### config.mk
export PLATFORM = sky130hd
export DESIGN_NAME = axi_lite_reg_file_flat
export DESIGN_NICKNAME = d
export VERILOG_FILES = /design/src/rtl/axi_lite_reg_file_pkg.sv /design/src/rtl/axi_lite_reg_file_if.sv /design/src/rtl/axi_lite_reg_file_wr_path.sv /design/src/rtl/axi_lite_reg_file.sv /design/src/flat_wrapper.sv
export SDC_FILE = /design/constraint.sdc
export NUM_CORES = 2
export LEC_CHECK = 0
export CORE_AREA = 2 2 472 474
export CTS_CLUSTER_SIZE = 14
export DETAILED_ROUTE_END_ITERATION = 10
export DIE_AREA = 0 0 474 476
export SLEW_MARGIN = 0
export SYNTH_ARGS = -nofsm -noshare
export SYNTH_HDL_FRONTEND = slang
export SYNTH_SLANG_ARGS = --single-unit
### constraint.sdc
create_clock -name clk -period 5.6 [get_ports clk]
set_clock_uncertainty 0.05 [all_clocks]
set_input_delay 1.68 -clock clk [delete_from_list [all_inputs] [get_ports clk]]
set_output_delay 1.68 -clock clk [all_outputs]
set_load 0.05 [all_outputs]
### src/rtl/axi_lite_reg_file_pkg.sv
// rtl/axi_lite_reg_file_pkg.sv - shared response codes and address decode for the register file
package axi_lite_reg_file_pkg;

  localparam logic [1:0] RESP_OKAY   = 2'b00;
  localparam logic [1:0] RESP_SLVERR = 2'b10;
  localparam int         IDX_MAX_W   = 16;

  typedef struct packed {
    logic                 valid;
    logic [IDX_MAX_W-1:0] index;
  } addr_dec_t;

  // Any set bit above the index field makes the address invalid, so aliases never hit a register.
  function automatic addr_dec_t addr_to_index(input logic [63:0] addr, input int addr_lsb,
                                              input int idx_bits, input int num_regs);
    addr_dec_t   dec;
    logic [63:0] idx;
    logic [63:0] upper;
    idx       = (addr >> addr_lsb) & ((64'd1 << idx_bits) - 64'd1);
    upper     = (addr >> addr_lsb) >> idx_bits;
    dec.index = idx[IDX_MAX_W-1:0];
    dec.valid = (idx < 64'(num_regs)) && (upper == 64'd0);
    return dec;
  endfunction

endpackage

### src/rtl/axi_lite_reg_file_if.sv
// rtl/axi_lite_reg_file_if.sv - AXI4-Lite bus bundle with master/slave views
interface axi_lite_reg_file_if #(
  parameter int ADDR_W = 32,
  parameter int DATA_W = 32
);
  logic [ADDR_W-1:0]   awaddr;
  logic                awvalid;
  logic                awready;
  logic [DATA_W-1:0]   wdata;
  logic [DATA_W/8-1:0] wstrb;
  logic                wvalid;
  logic                wready;
  logic [1:0]          bresp;
  logic                bvalid;
  logic                bready;
  logic [ADDR_W-1:0]   araddr;
  logic                arvalid;
  logic                arready;
  logic [DATA_W-1:0]   rdata;
  logic [1:0]          rresp;
  logic                rvalid;
  logic                rready;

  modport master (
    output awaddr, awvalid, wdata, wstrb, wvalid, bready, araddr, arvalid, rready,
    input  awready, wready, bresp, bvalid, arready, rdata, rresp, rvalid
  );

  modport slave (
    input  awaddr, awvalid, wdata, wstrb, wvalid, bready, araddr, arvalid, rready,
    output awready, wready, bresp, bvalid, arready, rdata, rresp, rvalid
  );
endinterface

### src/rtl/axi_lite_reg_file_wr_path.sv
// rtl/axi_lite_reg_file_wr_path.sv - AW/W holding registers, commit strobe and B channel
module axi_lite_reg_file_wr_path
  import axi_lite_reg_file_pkg::*;
#(
  parameter int REGISTER_WIDTH = 32,
  parameter int NUM_REGISTERS  = 16,
  parameter int AXI_ADDR_WIDTH = 32
) (
  input  logic                          clk,
  input  logic                          rst_n,
  input  logic [AXI_ADDR_WIDTH-1:0]     awaddr,
  input  logic                          awvalid,
  output logic                          awready,
  input  logic [REGISTER_WIDTH-1:0]     wdata,
  input  logic [REGISTER_WIDTH/8-1:0]   wstrb,
  input  logic                          wvalid,
  output logic                          wready,
  output logic [1:0]                    bresp,
  output logic                          bvalid,
  input  logic                          bready,
  output logic                          commit,
  output logic [IDX_MAX_W-1:0]          commit_index,
  output logic                          commit_valid,
  output logic [REGISTER_WIDTH-1:0]     commit_data,
  output logic [REGISTER_WIDTH/8-1:0]   commit_strb
);
  localparam int ADDR_LSB = $clog2(REGISTER_WIDTH / 8);
  localparam int IDX_BITS = $clog2(NUM_REGISTERS);

  logic                        aw_full_q, aw_full_d;
  logic [AXI_ADDR_WIDTH-1:0]   awaddr_q, awaddr_d;
  logic                        w_full_q, w_full_d;
  logic [REGISTER_WIDTH-1:0]   wdata_q, wdata_d;
  logic [REGISTER_WIDTH/8-1:0] wstrb_q, wstrb_d;
  logic                        bvalid_q, bvalid_d;
  logic [1:0]                  bresp_q, bresp_d;
  addr_dec_t                   dec;

  assign dec    = addr_to_index(64'(awaddr_q), ADDR_LSB, IDX_BITS, NUM_REGISTERS);
  assign commit = aw_full_q & w_full_q & ~bvalid_q;

  always_comb begin
    aw_full_d = aw_full_q;
    awaddr_d  = awaddr_q;
    w_full_d  = w_full_q;
    wdata_d   = wdata_q;
    wstrb_d   = wstrb_q;
    bvalid_d  = bvalid_q;
    bresp_d   = bresp_q;
    if (commit) begin
      aw_full_d = 1'b0;
      w_full_d  = 1'b0;
      bvalid_d  = 1'b1;
      bresp_d   = dec.valid ? RESP_OKAY : RESP_SLVERR;
    end else if (bvalid_q && bready) begin
      bvalid_d = 1'b0;
    end
    if (awvalid && !aw_full_q) begin
      aw_full_d = 1'b1;
      awaddr_d  = awaddr;
    end
    if (wvalid && !w_full_q) begin
      w_full_d = 1'b1;
      wdata_d  = wdata;
      wstrb_d  = wstrb;
    end
  end

  always_ff @(posedge clk) begin
    if (!rst_n) begin
      aw_full_q <= 1'b0;
      awaddr_q  <= '0;
      w_full_q  <= 1'b0;
      wdata_q   <= '0;
      wstrb_q   <= '0;
      bvalid_q  <= 1'b0;
      bresp_q   <= RESP_OKAY;
    end else begin
      aw_full_q <= aw_full_d;
      awaddr_q  <= awaddr_d;
      w_full_q  <= w_full_d;
      wdata_q   <= wdata_d;
      wstrb_q   <= wstrb_d;
      bvalid_q  <= bvalid_d;
      bresp_q   <= bresp_d;
    end
  end

  assign awready      = ~aw_full_q;
  assign wready       = ~w_full_q;
  assign bvalid       = bvalid_q;
  assign bresp        = bresp_q;
  assign commit_index = dec.index;
  assign commit_valid = dec.valid;
  assign commit_data  = wdata_q;
  assign commit_strb  = wstrb_q;

endmodule

### src/rtl/axi_lite_reg_file.sv
// rtl/axi_lite_reg_file.sv - AXI4-Lite register bank with hardware write port and write triggers
module axi_lite_reg_file
  import axi_lite_reg_file_pkg::*;
#(
  parameter int REGISTER_WIDTH = 32,
  parameter int NUM_REGISTERS  = 16,
  parameter int AXI_ADDR_WIDTH = 32
) (
  input  logic                                         clk,
  input  logic                                         rst_n,
  axi_lite_reg_file_if.slave                           s_axi,
  output logic [NUM_REGISTERS-1:0][REGISTER_WIDTH-1:0] reg_out,
  input  logic [NUM_REGISTERS-1:0]                     hw_wr_en,
  input  logic [NUM_REGISTERS-1:0][REGISTER_WIDTH-1:0] hw_wr_data,
  output logic [NUM_REGISTERS-1:0]                     axi_ctrl_trigger
);
  localparam int ADDR_LSB = $clog2(REGISTER_WIDTH / 8);
  localparam int IDX_BITS = $clog2(NUM_REGISTERS);

  logic [NUM_REGISTERS-1:0][REGISTER_WIDTH-1:0] reg_q, reg_d;
  logic [NUM_REGISTERS-1:0]                     trig_q, trig_d;
  logic                                         rvalid_q, rvalid_d;
  logic [REGISTER_WIDTH-1:0]                    rdata_q, rdata_d;
  logic [1:0]                                   rresp_q, rresp_d;

  logic                        commit;
  logic [IDX_MAX_W-1:0]        commit_index;
  logic                        commit_valid;
  logic [REGISTER_WIDTH-1:0]   commit_data;
  logic [REGISTER_WIDTH/8-1:0] commit_strb;
  addr_dec_t                   ar_dec;
  logic                        ar_hs;
  logic [REGISTER_WIDTH-1:0]   rd_word;

  axi_lite_reg_file_wr_path #(
    .REGISTER_WIDTH(REGISTER_WIDTH),
    .NUM_REGISTERS (NUM_REGISTERS),
    .AXI_ADDR_WIDTH(AXI_ADDR_WIDTH)
  ) u_wr_path (
    .clk         (clk),
    .rst_n       (rst_n),
    .awaddr      (s_axi.awaddr),
    .awvalid     (s_axi.awvalid),
    .awready     (s_axi.awready),
    .wdata       (s_axi.wdata),
    .wstrb       (s_axi.wstrb),
    .wvalid      (s_axi.wvalid),
    .wready      (s_axi.wready),
    .bresp       (s_axi.bresp),
    .bvalid      (s_axi.bvalid),
    .bready      (s_axi.bready),
    .commit      (commit),
    .commit_index(commit_index),
    .commit_valid(commit_valid),
    .commit_data (commit_data),
    .commit_strb (commit_strb)
  );

  assign ar_dec = addr_to_index(64'(s_axi.araddr), ADDR_LSB, IDX_BITS, NUM_REGISTERS);
  assign ar_hs  = s_axi.arvalid & ~rvalid_q;

  // Hardware write is applied last so it wins a same-cycle collision; the trigger still fires.
  always_comb begin
    reg_d  = reg_q;
    trig_d = '0;
    for (int i = 0; i < NUM_REGISTERS; i++) begin
      if (commit && commit_valid && commit_index == IDX_MAX_W'(i)) begin
        trig_d[i] = 1'b1;
        for (int b = 0; b < REGISTER_WIDTH / 8; b++) begin
          if (commit_strb[b]) reg_d[i][8*b +: 8] = commit_data[8*b +: 8];
        end
      end
      if (hw_wr_en[i]) reg_d[i] = hw_wr_data[i];
    end
  end

  always_comb begin
    rd_word = '0;
    for (int i = 0; i < NUM_REGISTERS; i++) begin
      if (ar_dec.index == IDX_MAX_W'(i)) rd_word = reg_q[i];
    end
    rvalid_d = rvalid_q;
    rdata_d  = rdata_q;
    rresp_d  = rresp_q;
    if (ar_hs) begin
      rvalid_d = 1'b1;
      rdata_d  = ar_dec.valid ? rd_word : '0;
      rresp_d  = ar_dec.valid ? RESP_OKAY : RESP_SLVERR;
    end else if (rvalid_q && s_axi.rready) begin
      rvalid_d = 1'b0;
    end
  end

  always_ff @(posedge clk) begin
    if (!rst_n) begin
      reg_q    <= '0;
      trig_q   <= '0;
      rvalid_q <= 1'b0;
      rdata_q  <= '0;
      rresp_q  <= RESP_OKAY;
    end else begin
      reg_q    <= reg_d;
      trig_q   <= trig_d;
      rvalid_q <= rvalid_d;
      rdata_q  <= rdata_d;
      rresp_q  <= rresp_d;
    end
  end

  assign s_axi.arready    = ~rvalid_q;
  assign s_axi.rvalid     = rvalid_q;
  assign s_axi.rdata      = rdata_q;
  assign s_axi.rresp      = rresp_q;
  assign reg_out          = reg_q;
  assign axi_ctrl_trigger = trig_q;

endmodule

### src/flat_wrapper.sv
// flat-port wrapper written by rule: the top's interface ports become plain ports
module axi_lite_reg_file_flat import axi_lite_reg_file_pkg::*;
#(
  parameter int REGISTER_WIDTH = 32,
  parameter int NUM_REGISTERS  = 16,
  parameter int AXI_ADDR_WIDTH = 32
)
  (clk, rst_n, reg_out, hw_wr_en, hw_wr_data, axi_ctrl_trigger, s_axi_awaddr, s_axi_awvalid, s_axi_wdata, s_axi_wstrb, s_axi_wvalid, s_axi_bready, s_axi_araddr, s_axi_arvalid, s_axi_rready, s_axi_awready, s_axi_wready, s_axi_bresp, s_axi_bvalid, s_axi_arready, s_axi_rdata, s_axi_rresp, s_axi_rvalid);
  axi_lite_reg_file_if #(.ADDR_W(32), .DATA_W((32))) s_axi_i ();
  input  logic clk;
  input  logic rst_n;
  output logic [NUM_REGISTERS-1:0][REGISTER_WIDTH-1:0] reg_out;
  input  logic [NUM_REGISTERS-1:0] hw_wr_en;
  input  logic [NUM_REGISTERS-1:0][REGISTER_WIDTH-1:0] hw_wr_data;
  output logic [NUM_REGISTERS-1:0] axi_ctrl_trigger;
  input wire logic [$bits(s_axi_i.awaddr)-1:0] s_axi_awaddr;
  input wire logic [$bits(s_axi_i.awvalid)-1:0] s_axi_awvalid;
  input wire logic [$bits(s_axi_i.wdata)-1:0] s_axi_wdata;
  input wire logic [$bits(s_axi_i.wstrb)-1:0] s_axi_wstrb;
  input wire logic [$bits(s_axi_i.wvalid)-1:0] s_axi_wvalid;
  input wire logic [$bits(s_axi_i.bready)-1:0] s_axi_bready;
  input wire logic [$bits(s_axi_i.araddr)-1:0] s_axi_araddr;
  input wire logic [$bits(s_axi_i.arvalid)-1:0] s_axi_arvalid;
  input wire logic [$bits(s_axi_i.rready)-1:0] s_axi_rready;
  output wire logic [$bits(s_axi_i.awready)-1:0] s_axi_awready;
  output wire logic [$bits(s_axi_i.wready)-1:0] s_axi_wready;
  output wire logic [$bits(s_axi_i.bresp)-1:0] s_axi_bresp;
  output wire logic [$bits(s_axi_i.bvalid)-1:0] s_axi_bvalid;
  output wire logic [$bits(s_axi_i.arready)-1:0] s_axi_arready;
  output wire logic [$bits(s_axi_i.rdata)-1:0] s_axi_rdata;
  output wire logic [$bits(s_axi_i.rresp)-1:0] s_axi_rresp;
  output wire logic [$bits(s_axi_i.rvalid)-1:0] s_axi_rvalid;
  assign s_axi_i.awaddr = s_axi_awaddr;
  assign s_axi_i.awvalid = s_axi_awvalid;
  assign s_axi_i.wdata = s_axi_wdata;
  assign s_axi_i.wstrb = s_axi_wstrb;
  assign s_axi_i.wvalid = s_axi_wvalid;
  assign s_axi_i.bready = s_axi_bready;
  assign s_axi_i.araddr = s_axi_araddr;
  assign s_axi_i.arvalid = s_axi_arvalid;
  assign s_axi_i.rready = s_axi_rready;
  assign s_axi_awready = s_axi_i.awready;
  assign s_axi_wready = s_axi_i.wready;
  assign s_axi_bresp = s_axi_i.bresp;
  assign s_axi_bvalid = s_axi_i.bvalid;
  assign s_axi_arready = s_axi_i.arready;
  assign s_axi_rdata = s_axi_i.rdata;
  assign s_axi_rresp = s_axi_i.rresp;
  assign s_axi_rvalid = s_axi_i.rvalid;
  axi_lite_reg_file #(.REGISTER_WIDTH(REGISTER_WIDTH), .NUM_REGISTERS(NUM_REGISTERS), .AXI_ADDR_WIDTH(AXI_ADDR_WIDTH)) u_core (.clk(clk), .rst_n(rst_n), .s_axi(s_axi_i), .reg_out(reg_out), .hw_wr_en(hw_wr_en), .hw_wr_data(hw_wr_data), .axi_ctrl_trigger(axi_ctrl_trigger));
endmodule
==> results.json <==
{
  "grt_pass1_vias": 35300,
  "drv_slew": 0,
  "netlist_area_um2": 32100,
  "path_clk_slew_ns": 0.06,
  "rsz0062_at_grt": "no",
  "ys.flop_type": "dfxtp_1",
  "setup_viol": 0,
  "p_per_area_nw_per_um2": 301,
  "crit_arrival_ns": 2.65,
  "first_pass_iters": 6,
  "min_to": "u_core.u_wr_path.awaddr_q[24]",
  "overflow": 0,
  "start_kind": "flip-flop",
  "slowest_delay_ns": 0.95,
  "crit_buf_inv": 1,
  "fillCellCount": 24100,
  "htreeDepth": 3,
  "hold-path-cell-count": 2,
  "place.gp.congestion": 0.950,
  "ys_async_sr_fraction_pct": 0,
  "ys_seq_area_share_pct": 39.4,
  "layout_common_cells": "clkdlybuf4s50_1 (1192), a21oi_1 (643), dfxtp_1 (628), o21ai_0 (576), mux2i_1 (547)",
  "rrSetupSlack_ns": 2.08,
  "cts_buffer_depth": 3,
  "synth_edf_count": 0,
  "maxCapViolCount": 0,
  "hold_violations": 0,
  "crit_slowest_cell": "clkdlybuf4s50_1",
  "layout.nets": 5407,
  "r2r-end": "u_core.reg_out[70]",
  "die_y_um": 476,
  "initial_core_util_pct": 14.5,
  "final_layout_size_suffix_gt1_share_pct": 9.76,
  "clock-sinks": 632,
  "io_pins": 1204,
  "slew-limit-headroom_pct": 18.8,
  "synth_cell_types": 69,
  "crit_type": "flip-flop to output port",
  "drc_errors": 0,
  "p_int_mw": 9.55,
  "drt-vias-per-instance": 4.79,
  "synth-seq-cells": 632,
  "core_um2": 221000,
  "cts_resized": 0,
  "holdCritStartpoint": "u_core.u_wr_path.awaddr_q[24]",
  "p_comb_share_pct": 25.2,
  "postPlaceCellArea_um2": 48000,
  "period_share_pct": 78.3,
  "io_buffers": 1197,
  "finalWirelength_um": 334000,
  "rows": 173,
  "crit_chain": "clkdlybuf4s50_1",
  "cts_tree": "done",
  "crit_path_max_fanout": 4,
  "period_needed_ns": 4.38,
  "vias": 37500,
  "seqPwrFrac_pct": 35.3,
  "ys_warn_count": 0,
  "r2r-start": "u_core.u_wr_path.awaddr_q[12]",
  "drt_iter0_drc": 3823,
  "die_w_um": 474,
  "avgSynthCellArea_um2": 8.76,
  "switching_share_pct": 37.8,
  "ff2ff_path_depth": 7,
  "hold_class": "flip-flop to flip-flop",
  "grt_usage_pct": 28.4,
  "leakagePower_nw": 16.8,
  "clkPwrFrac_pct": 39.4,
  "worstPathRequired_ns": 3.87,
  "switchingPower_mw": 5.80,
  "dieArea_um2": 226000,
  "worst_pin_slew_ns": 1.21,
  "hpwl_um": 269000,
  "ir_drop_uv": 228,
  "fmax_ghz": 0.228,
  "grt_max_degree": 136,
  "layout_commonest_cell": "clkdlybuf4s50_1",
  "crit_family": "buffers and inverters",
  "end_kind": "output port",
  "status": "complete, no violations",
  "postCtsHoldBufs": 0,
  "clkLatencyLatePin_ns": 0.75,
  "ant_nets": 0,
  "syn_inst": 3662,
  "wire_per_inst_um": 42.6,
  "fin_setup_tns_ns": 0,
  "cts_buffers": 84,
  "area_delta_synth_final_pct": 59.1,
  "antenna_found_initial": 114,
  "grt_pass1_wl_um": 409000,
  "totalPowerFinal_mw": 15.4,
  "root_buffer": "clkbuf_16",
  "stdcell_area_um2": 51000,
  "post-cts-setup-buffers": 0
}
## sequential cells by signal, summed over array words and instances (netlist names), 4 cells and up
signal	count
u_core.axi_ctrl_trigger	16
u_core.reg_out	512
u_core.s_axi.rdata	32
u_core.u_wr_path.awaddr_q	30
u_core.u_wr_path.commit_data	32
u_core.u_wr_path.commit_strb	4
## cell type report
| type | count | area (um2) | share of cell area [%] |
|---|---|---|---|
| inverters | 24 | 92.6 | 0.181 |
| well taps | 2975 | 3720 | 7.29 |
| flip-flops and latches | 632 | 12700 | 24.8 |
| multi-input cells | 2637 | 17900 | 35.2 |
| repair buffers | 1393 | 13600 | 26.6 |
| diodes | 33 | 82.6 | 0.162 |
| clock inverters | 37 | 539 | 1.06 |
| clock buffers | 113 | 2430 | 4.77 |
## layer usage
| layer | routed length, um | up-vias | track usage [%] |
|---|---|---|---|
| met5 | 454 | - | 0 |
| met2 | 154000 | 2339 | 46.4 |
| met3 | 31200 | 540 | 9.58 |
| li1 | - | 15800 | - |
| met1 | 132000 | 18800 | 33.5 |
| met4 | 16500 | 74 | 12.9 |
## cells by family after synthesis
| family | after synthesis | share of synthesized area [%] |
|---|---|---|
| compound gates | 1485 | 25.7 |
| buf+inv | 394 | 4.83 |
| flops | 632 | 39.4 |
| mux | 580 | 18.7 |
| other cells | 1 | 0.0117 |
| simple gates | 570 | 11.3 |
## worst max path at each step
stage / from / endpoint / slack, ns / depth (start not counted)
after floorplan: s_axi_araddr[3] / u_core.s_axi.rdata[4] / 1.99 / 8
after global placement: s_axi_araddr[4] / u_core.s_axi.rdata[7] / 1.06 / 6
after detailed placement: s_axi_araddr[4] / u_core.s_axi.rdata[7] / 0.99 / 6
after CTS: u_core.reg_out[234] / reg_out[234] / 1.27 / 1
after global routing: u_core.reg_out[209] / reg_out[209] / 1.23 / 1
final: u_core.reg_out[209] / reg_out[209] / 1.22 / 1
## through the flow
step | setup WS [ns] | hold slack (ns) | utilization, % | std cells
finish | 1.22 | 0.408 | 23.1 | 7844
global route | 1.23 | 0.421 | 23.1 | 7824
CTS | 1.27 | 0.405 | 23.1 | 7811
detailed placement | 0.987 | 0.396 | 21.7 | 7661
global placement | 1.06 | 0.395 | 21.7 | 7661
floorplan | 1.99 | 0.386 | - | 3663
## synthesized netlist by cell type, types with 5 or more instances
| cell type | instances | area [um2] |
|---|---|---|
| a2bb2oi_1 | 8 | 70.1 |
| o21ai_0 | 576 | 2880 |
| a22oi_1 | 40 | 300 |
| nand2b_1 | 17 | 106 |
| o221ai_1 | 15 | 131 |
| dfxtp_1 | 632 | 12700 |
| nand3b_1 | 5 | 37.5 |
| a221oi_1 | 14 | 123 |
| buf_1 | 60 | 225 |
| a22o_1 | 18 | 158 |
| a32o_1 | 14 | 140 |
| o32ai_1 | 6 | 52.6 |
| nor2_1 | 80 | 300 |
| mux2_2 | 21 | 236 |
| inv_1 | 5 | 18.8 |
| mux2i_1 | 547 | 5480 |
| buf_2 | 23 | 115 |
| mux4_2 | 12 | 270 |
| clkbuf_1 | 279 | 1050 |
| nand3_1 | 44 | 220 |
| nor4_4 | 64 | 1360 |
| nor3_1 | 7 | 35.0 |
| nand4_1 | 22 | 138 |
| nor4_1 | 12 | 75.1 |
| a311oi_1 | 6 | 52.6 |
| a21oi_1 | 644 | 3220 |
| o22a_1 | 17 | 149 |
| o22ai_1 | 33 | 206 |
| buf_4 | 5 | 37.5 |
| nand2_1 | 275 | 1030 |
| clkinv_1 | 18 | 67.6 |
| o21a_1 | 14 | 105 |
| a221o_1 | 18 | 180 |
| nor2b_1 | 13 | 81.3 |
| a31oi_1 | 14 | 87.6 |
| o211ai_1 | 14 | 105 |
## power by group through the flow
stage,logic (mW),clock network [mW],registers [mW]
after global routing,4.00,6.34,5.43
after detailed placement,3.86,0,5.52
after global placement,3.85,0,5.52
after floorplan,0.987,0,5.97
final,3.87,6.05,5.43
after CTS,3.88,6.19,5.43
Power figures use the tool's default switching activity.
